<file path="config.mk">
export PLATFORM = sky130hd
export DESIGN_NAME = ppu_stream
export DESIGN_NICKNAME = d
export VERILOG_FILES = /design/src/rtl/ppu_pkg.sv /design/src/rtl/ppu_quant_lane.sv /design/src/rtl/ppu_stream.sv
export SDC_FILE = /design/constraint.sdc
export NUM_CORES = 1
export LEC_CHECK = 0
export ABC_AREA = 1
export CAP_MARGIN = 15
export CORE_MARGIN = 5
export CORE_UTILIZATION = 62
export DETAILED_ROUTE_END_ITERATION = 16
export PLACE_DENSITY = 0.88
export SYNTH_ARGS = -nofsm -noshare
export SYNTH_HDL_FRONTEND = slang
export SYNTH_HIERARCHICAL = 1
export SYNTH_SLANG_ARGS = --single-unit
</file>
<file path="constraint.sdc">
create_clock -name clk -period 8.67 [get_ports clk]
set_input_delay 1.3005 -clock clk [delete_from_list [all_inputs] [get_ports clk]]
set_output_delay 1.3005 -clock clk [all_outputs]
set_load 0.005 [all_outputs]
</file>
<file path="src/rtl/ppu_pkg.sv">
// Shared int8 type, saturation bounds and signed max helper for the ppu_stream datapath.
package ppu_pkg;

  typedef logic signed [7:0] qint8_t;

  localparam int QMIN = -128;
  localparam int QMAX = 127;

  function automatic qint8_t qmax(input qint8_t a, input qint8_t b);
    return (a > b) ? a : b;
  endfunction

endpackage

</file>
<file path="src/rtl/ppu_quant_lane.sv">
// One-lane requantiser: arithmetic right shift with int8 saturation.
// Optional round half-up before the shift when PPU_ROUND_EN is defined.
module ppu_quant_lane
  import ppu_pkg::*;
#(
  parameter int DATA_BITS = 32,
  parameter int SHIFT_W   = 6
) (
  input  logic [DATA_BITS-1:0] data_i,
  input  logic [SHIFT_W-1:0]   shift_i,
  output logic [7:0]           q_o
);

  localparam logic signed [DATA_BITS:0] SAT_HI = (DATA_BITS+1)'(QMAX);
  localparam logic signed [DATA_BITS:0] SAT_LO = (DATA_BITS+1)'(QMIN);

  logic signed [DATA_BITS:0] ext;
  logic signed [DATA_BITS:0] shifted;

`ifdef PPU_ROUND_EN
  logic signed [DATA_BITS:0] bias;

  // Half an output LSB, wrapping in DATA_BITS+1 bits like the datapath itself.
  always_comb begin
    bias = '0;
    if (shift_i != '0) bias = (DATA_BITS+1)'(1) << (shift_i - SHIFT_W'(1));
  end

  assign ext = $signed({data_i[DATA_BITS-1], data_i}) + bias;
`else
  assign ext = $signed({data_i[DATA_BITS-1], data_i});
`endif

  assign shifted = ext >>> shift_i;

  always_comb begin
    if (shifted > SAT_HI) begin
      q_o = 8'(QMAX);
    end else if (shifted < SAT_LO) begin
      q_o = 8'(QMIN);
    end else begin
      q_o = shifted[7:0];
    end
  end

endmodule

</file>
<file path="src/rtl/ppu_stream.sv">
// Multi-lane streaming post-processing unit: requantise, optional max-pool over L beats, optional ReLU.
// Rounding mode is selected at build time with PPU_ROUND_EN.
module ppu_stream
  import ppu_pkg::*;
#(
  parameter int LANES     = 4,
  parameter int DATA_BITS = 32,
  parameter int SHIFT_W   = 6,
  parameter int MAX_POOL  = 4
) (
  input  logic                             clk,
  input  logic                             rst,
  input  logic                             in_valid,
  output logic                             in_ready,
  input  logic [LANES*DATA_BITS-1:0]       in_data,
  input  logic [SHIFT_W-1:0]               scaling_factor,
  input  logic                             maxpool_en,
  input  logic [$clog2(MAX_POOL+1)-1:0]    pool_len,
  input  logic                             relu_en,
  input  logic                             flush,
  output logic                             out_valid,
  input  logic                             out_ready,
  output logic [LANES*8-1:0]               out_data
);

  localparam int PL_W = $clog2(MAX_POOL+1);

  qint8_t             q_lane [LANES];
  qint8_t             s1_q   [LANES];
  qint8_t             s1_d   [LANES];
  qint8_t             acc_q  [LANES];
  qint8_t             acc_d  [LANES];
  qint8_t             pooled [LANES];
  logic               s1_valid_q, s1_valid_d;
  logic               out_valid_q, out_valid_d;
  logic [LANES*8-1:0] out_data_q, out_data_d;
  logic [PL_W-1:0]    cnt_q, cnt_d;
  logic [PL_W-1:0]    win_len, last_idx;
  logic               s1_last, s1_advance, in_fire;

  for (genvar i = 0; i < LANES; i++) begin : g_lane
    ppu_quant_lane #(
      .DATA_BITS(DATA_BITS),
      .SHIFT_W  (SHIFT_W)
    ) u_quant (
      .data_i (in_data[i*DATA_BITS +: DATA_BITS]),
      .shift_i(scaling_factor),
      .q_o    (q_lane[i])
    );
  end

  always_comb begin
    win_len = PL_W'(1);
    if (maxpool_en && (pool_len != '0)) begin
      win_len = (pool_len > PL_W'(MAX_POOL)) ? PL_W'(MAX_POOL) : pool_len;
    end
  end

  assign last_idx = win_len - PL_W'(1);
  assign s1_last  = (cnt_q == last_idx);

  // Handshake: a beat transfers on a rising edge where valid && ready; valid never waits on ready,
  // and out_data is held while out_valid && !out_ready. Only the window-closing beat needs the output slot.
  assign s1_advance = s1_valid_q && !flush && (!s1_last || !out_valid_q || out_ready);
  assign in_ready   = !rst && !flush && (!s1_valid_q || s1_advance);
  assign in_fire    = in_valid && in_ready;

  always_comb begin
    s1_d        = s1_q;
    s1_valid_d  = s1_valid_q;
    acc_d       = acc_q;
    cnt_d       = cnt_q;
    out_valid_d = out_valid_q;
    out_data_d  = out_data_q;
    for (int i = 0; i < LANES; i++) pooled[i] = '0;

    if (out_valid_q && out_ready) out_valid_d = 1'b0;

    if (flush) begin
      s1_valid_d = 1'b0;
      cnt_d      = '0;
      for (int i = 0; i < LANES; i++) acc_d[i] = '0;
    end else begin
      if (s1_advance) begin
        s1_valid_d = 1'b0;
        for (int i = 0; i < LANES; i++) begin
          pooled[i] = (cnt_q == '0) ? s1_q[i] : qmax(acc_q[i], s1_q[i]);
          if (s1_last) begin
            out_data_d[i*8 +: 8] = (relu_en && pooled[i][7]) ? 8'd0 : pooled[i];
          end else begin
            acc_d[i] = pooled[i];
          end
        end
        if (s1_last) begin
          out_valid_d = 1'b1;
          cnt_d       = '0;
        end else begin
          cnt_d = cnt_q + PL_W'(1);
        end
      end
      if (in_fire) begin
        s1_d       = q_lane;
        s1_valid_d = 1'b1;
      end
    end
  end

  always_ff @(posedge clk or posedge rst) begin
    if (rst) begin
      s1_valid_q  <= 1'b0;
      out_valid_q <= 1'b0;
      out_data_q  <= '0;
      cnt_q       <= '0;
      for (int i = 0; i < LANES; i++) begin
        s1_q[i]  <= '0;
        acc_q[i] <= '0;
      end
    end else begin
      s1_valid_q  <= s1_valid_d;
      out_valid_q <= out_valid_d;
      out_data_q  <= out_data_d;
      cnt_q       <= cnt_d;
      s1_q        <= s1_d;
      acc_q       <= acc_d;
    end
  end

  assign out_valid = out_valid_q;
  assign out_data  = out_data_q;

endmodule

</file>
== Yosys cells after proc, flatten, opt, wreduce, memory -nomap -nowiden ==
Cells that the tools add are included.
Word-level totals
  register bits: 101
  input port bits: 144
  output and inout port bits: 34
  word-level logic and storage cells: 98
Operators by class
  add/subtract/negate cells: 2
  magnitude comparators: 13
  equality and inequality tests: 2
  shift-type cells: 4
  mux-type cells: 38
  bitwise operators: 1
  reductions and logical operators: 26
Operators by type and width (number)
  $mux W8: 24
  $gt A33 B8 Y1 const B: 4
  $lt A33 B8 Y1 const B: 4
  $sshr A32 B6 Y33: 4
  $mux W32: 2
  $gt A8 B8 Y1: 4
  $mux W3: 5
  $logic_and A1 B1 Y1: 11
  $mux W1: 7
  $reduce_bool A3 Y1: 2
  $logic_not A1 Y1: 5
  $reduce_and A2 Y1: 2
  $add A3 B1 Y3 const B: 1
  $eq A3 B3 Y1: 1
  $gt A3 B3 Y1 const B: 1
  $logic_not A3 Y1: 1
  $logic_or A1 B1 Y1: 3
  $reduce_and A3 Y1: 1
  $sub A3 B1 Y3 const B: 1
  $ne A2 B2 Y1 const B: 1
  $reduce_bool A2 Y1: 1
  $not A1 Y1: 1

== Longest topological paths before layout ==
  depth after elaboration: 14
  gate-level depth with buffers: 22

== By module ==
Netlist, hierarchy kept.
Modules (own cells, without submodules)
  ppu_quant_lane: instances 4, cells an instance 430, area each 2034.5 µm², seq. area each 0.0 µm²
  ppu_stream: instances 1, cells an instance 717, area each 5549.1 µm², seq. area each 2527.4 µm²

== Worst setup path before layout ==
Ideal clock, no wire load.
  path kind: input -> output
  start: input port maxpool_en
  end: output port in_ready
  data arrival time: 2483 ps
  data required time: 7369 ps
  setup slack: 4887 ps
  stages on the path: 9
  path buffers: 0
  cell sequence: nand2_1 -> or2_2 -> ha_1 -> xor2_1 -> nand2_1 -> nor2_2 -> nand3_2 -> nand2_1 -> inv_1
Between the ends
  cells in the longest elaborated chain, start to end: 10
RTL lines
  start: declaration: line ppu_stream.sv:17  | input logic maxpool_en,
  $logic_and A1 B1 Y1: line ppu_stream.sv:54  | if (maxpool_en && (pool_len != '0)) begin
  $mux W3: line ppu_stream.sv:54
  $sub A3 B1 Y3: line ppu_stream.sv:59  | assign last_idx = win_len - PL_W'(1);
  $eq A3 B3 Y1: line ppu_stream.sv:60  | assign s1_last = (cnt_q == last_idx);
  $logic_not A1 Y1: line ppu_stream.sv:64  | assign s1_advance = s1_valid_q && !flush && (!s1_last || !out_valid_q || out_ready);
  $logic_or A1 B1 Y1 (2 in a row): line ppu_stream.sv:64
  $logic_and A1 B1 Y1: line ppu_stream.sv:64
  $logic_or A1 B1 Y1: line ppu_stream.sv:65  | assign in_ready = !rst && !flush && (!s1_valid_q || s1_advance);
  $logic_and A1 B1 Y1: line ppu_stream.sv:65
  end: declaration: line ppu_stream.sv:14  | output logic in_ready,
Every way passes these cells.

== Worst setup path in the final report ==
Same ends and word-level chain as after synthesis.

==> summary.md <==
| Metric | Value |
|---|---|
| Floorplan core area | `21,800 um^2` |
| P_sw | `0.000795 W` |
| Mapped cell area | `13,700 um^2` |
| First drt pass iteration count | `6` |
| Initial antenna violation count | `0` |
| Hold_buf cts | `0` |
| Power Density | `125 nW/um^2` |
| Max Transition Viols Final | `0` |
| Post-synth top flop | `dfrtp_1` |
| Io pins | `178` |
| Fraction of final layout cells sized beyond drive strength 1 | `0.0485` |
| Final ANT Viol Nets | `0` |
| Setup TNS | `0 ns` |
| Starting Density | `0.629` |
| CTS buffer count | `9` |
| Synth Register Bits | `between 100 and 150` |
| Synth Area in Adders | `0.0320` |
| Req. time, crit path | `~7.4 ns` |
| Setup bufs post-CTS | `0` |
| Post-Syn Nets | `2,616` |
| XOR/XNOR Fraction of Synth Area | `0.00320` |
| Status | `finished, final reports clean` |
| Final Hold Viols | `0` |
| Largest fanout on the critical path | `3` |
| Crit share post-route | `0.570` |
| Critical Path Start Type | `input pin` |
| TritonCTS sink count | `between 100 and 150` |
| Leakage | `7.93 nW` |
| DIE AREA | `between 20,000 and 30,000 um^2` |
| Post-synthesis mux area share | `0.00878` |
| DR vias/cell | `about 5.9` |
| Simple-gate share of the synthesized area | `0.569` |
| Site row count | `54` |
| FFs w/ async S/R, synth | `1.00` |
| DIE WIDTH | `159 um` |
| Post-Syn Instances | `2,437` |
| WHS | `about 0.48 ns` |
| Root Driver | `clkbuf_16` |
| # Max-Cap Violations | `0` |
| Register area share after synthesis | `0.185` |
| Int Pwr | `about 0.0011 W` |
| Worst Setup End Kind | `primary output` |
| Slew of the pin with the lowest slew margin | `1.01 ns` |
| Routed vias | `16,300` |
| Clock latency on the worst-skew pair | `0.35 ns` |
| PostCTS Resize Cnt | `0` |
| TritonCTS clock tree | `done` |
| RSZ-0062 raised after global routing | `no` |
| RePlAce Congestion | `0.980` |
| Peak Freq | `202 MHz` |
| Compound-Gate Fraction of Synth Area | `0.0798` |
| Final setup fails | `0` |
| Clock share of power | `0.212` |
| Wire per inst | `14.4 um` |
| Min-Delay Path Class | `register to register` |
| Maximum vdd drop | `0.0925 mV` |
| Logic gate share of total power | `0.479` |
| GRT Total Usage | `0.310` |
| Synth unique cells | `38` |
| Final wirelength | `40,000 um` |
| Largest net degree at the start of global routing | `82` |
| Ys Warns | `6` |
| Iter 0 DRT Violations | `approximately 1,400` |
| Util after Layout | `0.704` |
| Nets@finish | `2,671` |
| Die Ht | `~160 um` |
| First-pass GRT wire length | `67,000 um` |
| Worst slew margin | `0.327` |
| Max Clock Skew | `~0.011 ns` |
| Area Overhead vs Synth | `11.8%` |
| Seq pwr share | `0.309` |
| HPWL after DPL | `around 30,000 um` |
| CP Data Arrival Time | `between 3 and 4 ns` |
| Grt total ovfl | `0` |
| EDFF count, synth | `0` |
| CTS Buffer Depth | `2` |
| CTS clk-pin slew, worst paths | `0.08 ns` |
| Critical path class | `input pin to primary output` |
| # diodes | `0` |
| Number of global-route vias before repair | `14,700` |
| Sw Ratio | `0.415` |
| Post-layout minimum cycle time | `4.94 ns` |
| Largest family of logic cells by synthesized area | `simple AND/OR/NAND/NOR gates` |
| I/O Buffers | `177` |
| DRC violations left | `0` |
| Average cell area after synthesis | `5.62 um^2` |
| CTS H-tree depth | `3` |
registers in the layout, indices dropped and copies added, names as in the netlist:
signal / flops
acc_q: 32
out_data: 32
s1_q: 32
cnt_q: 3
out_valid: 1
s1_valid_q: 1
through the flow:
step | cell area, um^2 | std cells | power (W) | setup slack, ns
after floorplan | 13700 | 2437 | 0.00121 | 4.72
after global placement | 15000 | 2759 | 0.00147 | 3.88
after detailed placement | 15000 | 2759 | 0.00150 | 3.73
after CTS | 15300 | 2775 | 0.00191 | 3.72
after global routing | 15300 | 2777 | 0.00206 | 3.55
final | 15300 | 2777 | 0.00192 | 3.73
cell type report:
class | instances | area [um^2]
Multi-Input combinational cell | 1997 | 9490
Sequential cell | 101 | 2530
Fill cell | 2009 | 6450
Inverter | 192 | 743
Clock inverter | 6 | 63.8
Timing Repair Buffer | 191 | 1900
Clock buffer | 10 | 239
Tap cell | 280 | 350
synth_stat cells (5+ instances only):
library cell	instances	share of area
nand2_1	885	0.24
nand3_1	678	0.25
inv_1	184	0.050
nor2_1	121	0.033
dfrtp_1	101	0.18
o21ai_0	70	0.026
buf_2	58	0.021
clkbuf_1	40	0.011
ha_1	35	0.032
nand2_2	28	0.013
o22ai_1	28	0.013
o211ai_1	24	0.013
buf_4	23	0.013
buf_6	21	0.017
a21oi_1	19	0.0069
nand3_2	16	0.012
mux2i_1	12	0.0088
nand4_1	12	0.0055
o21ai_2	11	0.0070
nor2_2	9	0.0041
or2_2	5	0.0023
critical path, stage by stage:
cell	delay, ns
clkdlybuf4s50_1	0.47
nand2_1	0.10
or2_2	0.30
ha_1	0.20
xnor2_1	0.19
xor2_1	0.26
nor2_2	0.11
nand3_2	0.10
nand2_1	0.06
inv_1	0.06
clkdlybuf4s50_1	0.51
cell families after synthesis:
kind of cell,Yosys count
compound gates,175
xor+xnor,5
fa+ha+maj,35
buf+inv,339
flops,101
mux,12
simple gates,1770
cell usage in the layout, fill, tap and decap left out, types with 9 or more instances in the layout:
master	netlist	routed
o211ai_1	24	24
inv_1	184	183
nand4_1	12	12
nor2_1	121	121
nand3_1	678	678
buf_4	23	15
a21oi_1	19	19
nand2_1	885	885
mux2i_1	12	12
o21ai_2	11	12
clkdlybuf4s50_1	0	173
ha_1	35	35
o22ai_1	28	28
nand3_2	16	16
nor2_2	9	9
o21ai_0	70	69
nand2_2	28	28
clkbuf_16	0	9
dfrtp_1	101	101
worst paths after layout:
kind / start / cells after the start / endpoint / slack [ns]
setup / recovery: maxpool_en / 11 / in_ready / 3.73
setup reg to reg: cnt_q[0] / 10 / out_data[3] / 6.05
min in group asynchronous: rst / 2 / out_data[26] / 1.28
hold / removal: out_data[10] / 2 / out_data[10] / 0.48
hold reg to reg: out_data[10] / 2 / out_data[10] / 0.48
max in group asynchronous: rst / 3 / out_data[9] / 6.10
power groups by stage:
stage	clock network [W]	registers, W	logic [W]
finish	0.000406	0.000592	0.000917
CTS	0.000408	0.000591	0.000906
detailed placement	0	0.000600	0.000900
global placement	0	0.000596	0.000875
floorplan	0	0.000594	0.000612
global route	0.000426	0.000600	0.00103
metal layers:
| metal | part of all wire | global-route usage |
|---|---|---|
| met3 | 0.066 | 0.0234 |
| met5 | 0 | 0 |
| met1 | 0.44 | 0.427 |
| met4 | 0.020 | 0.0816 |
| met2 | 0.48 | 0.528 |
Note: power is estimated with default switching activity, not from simulation.
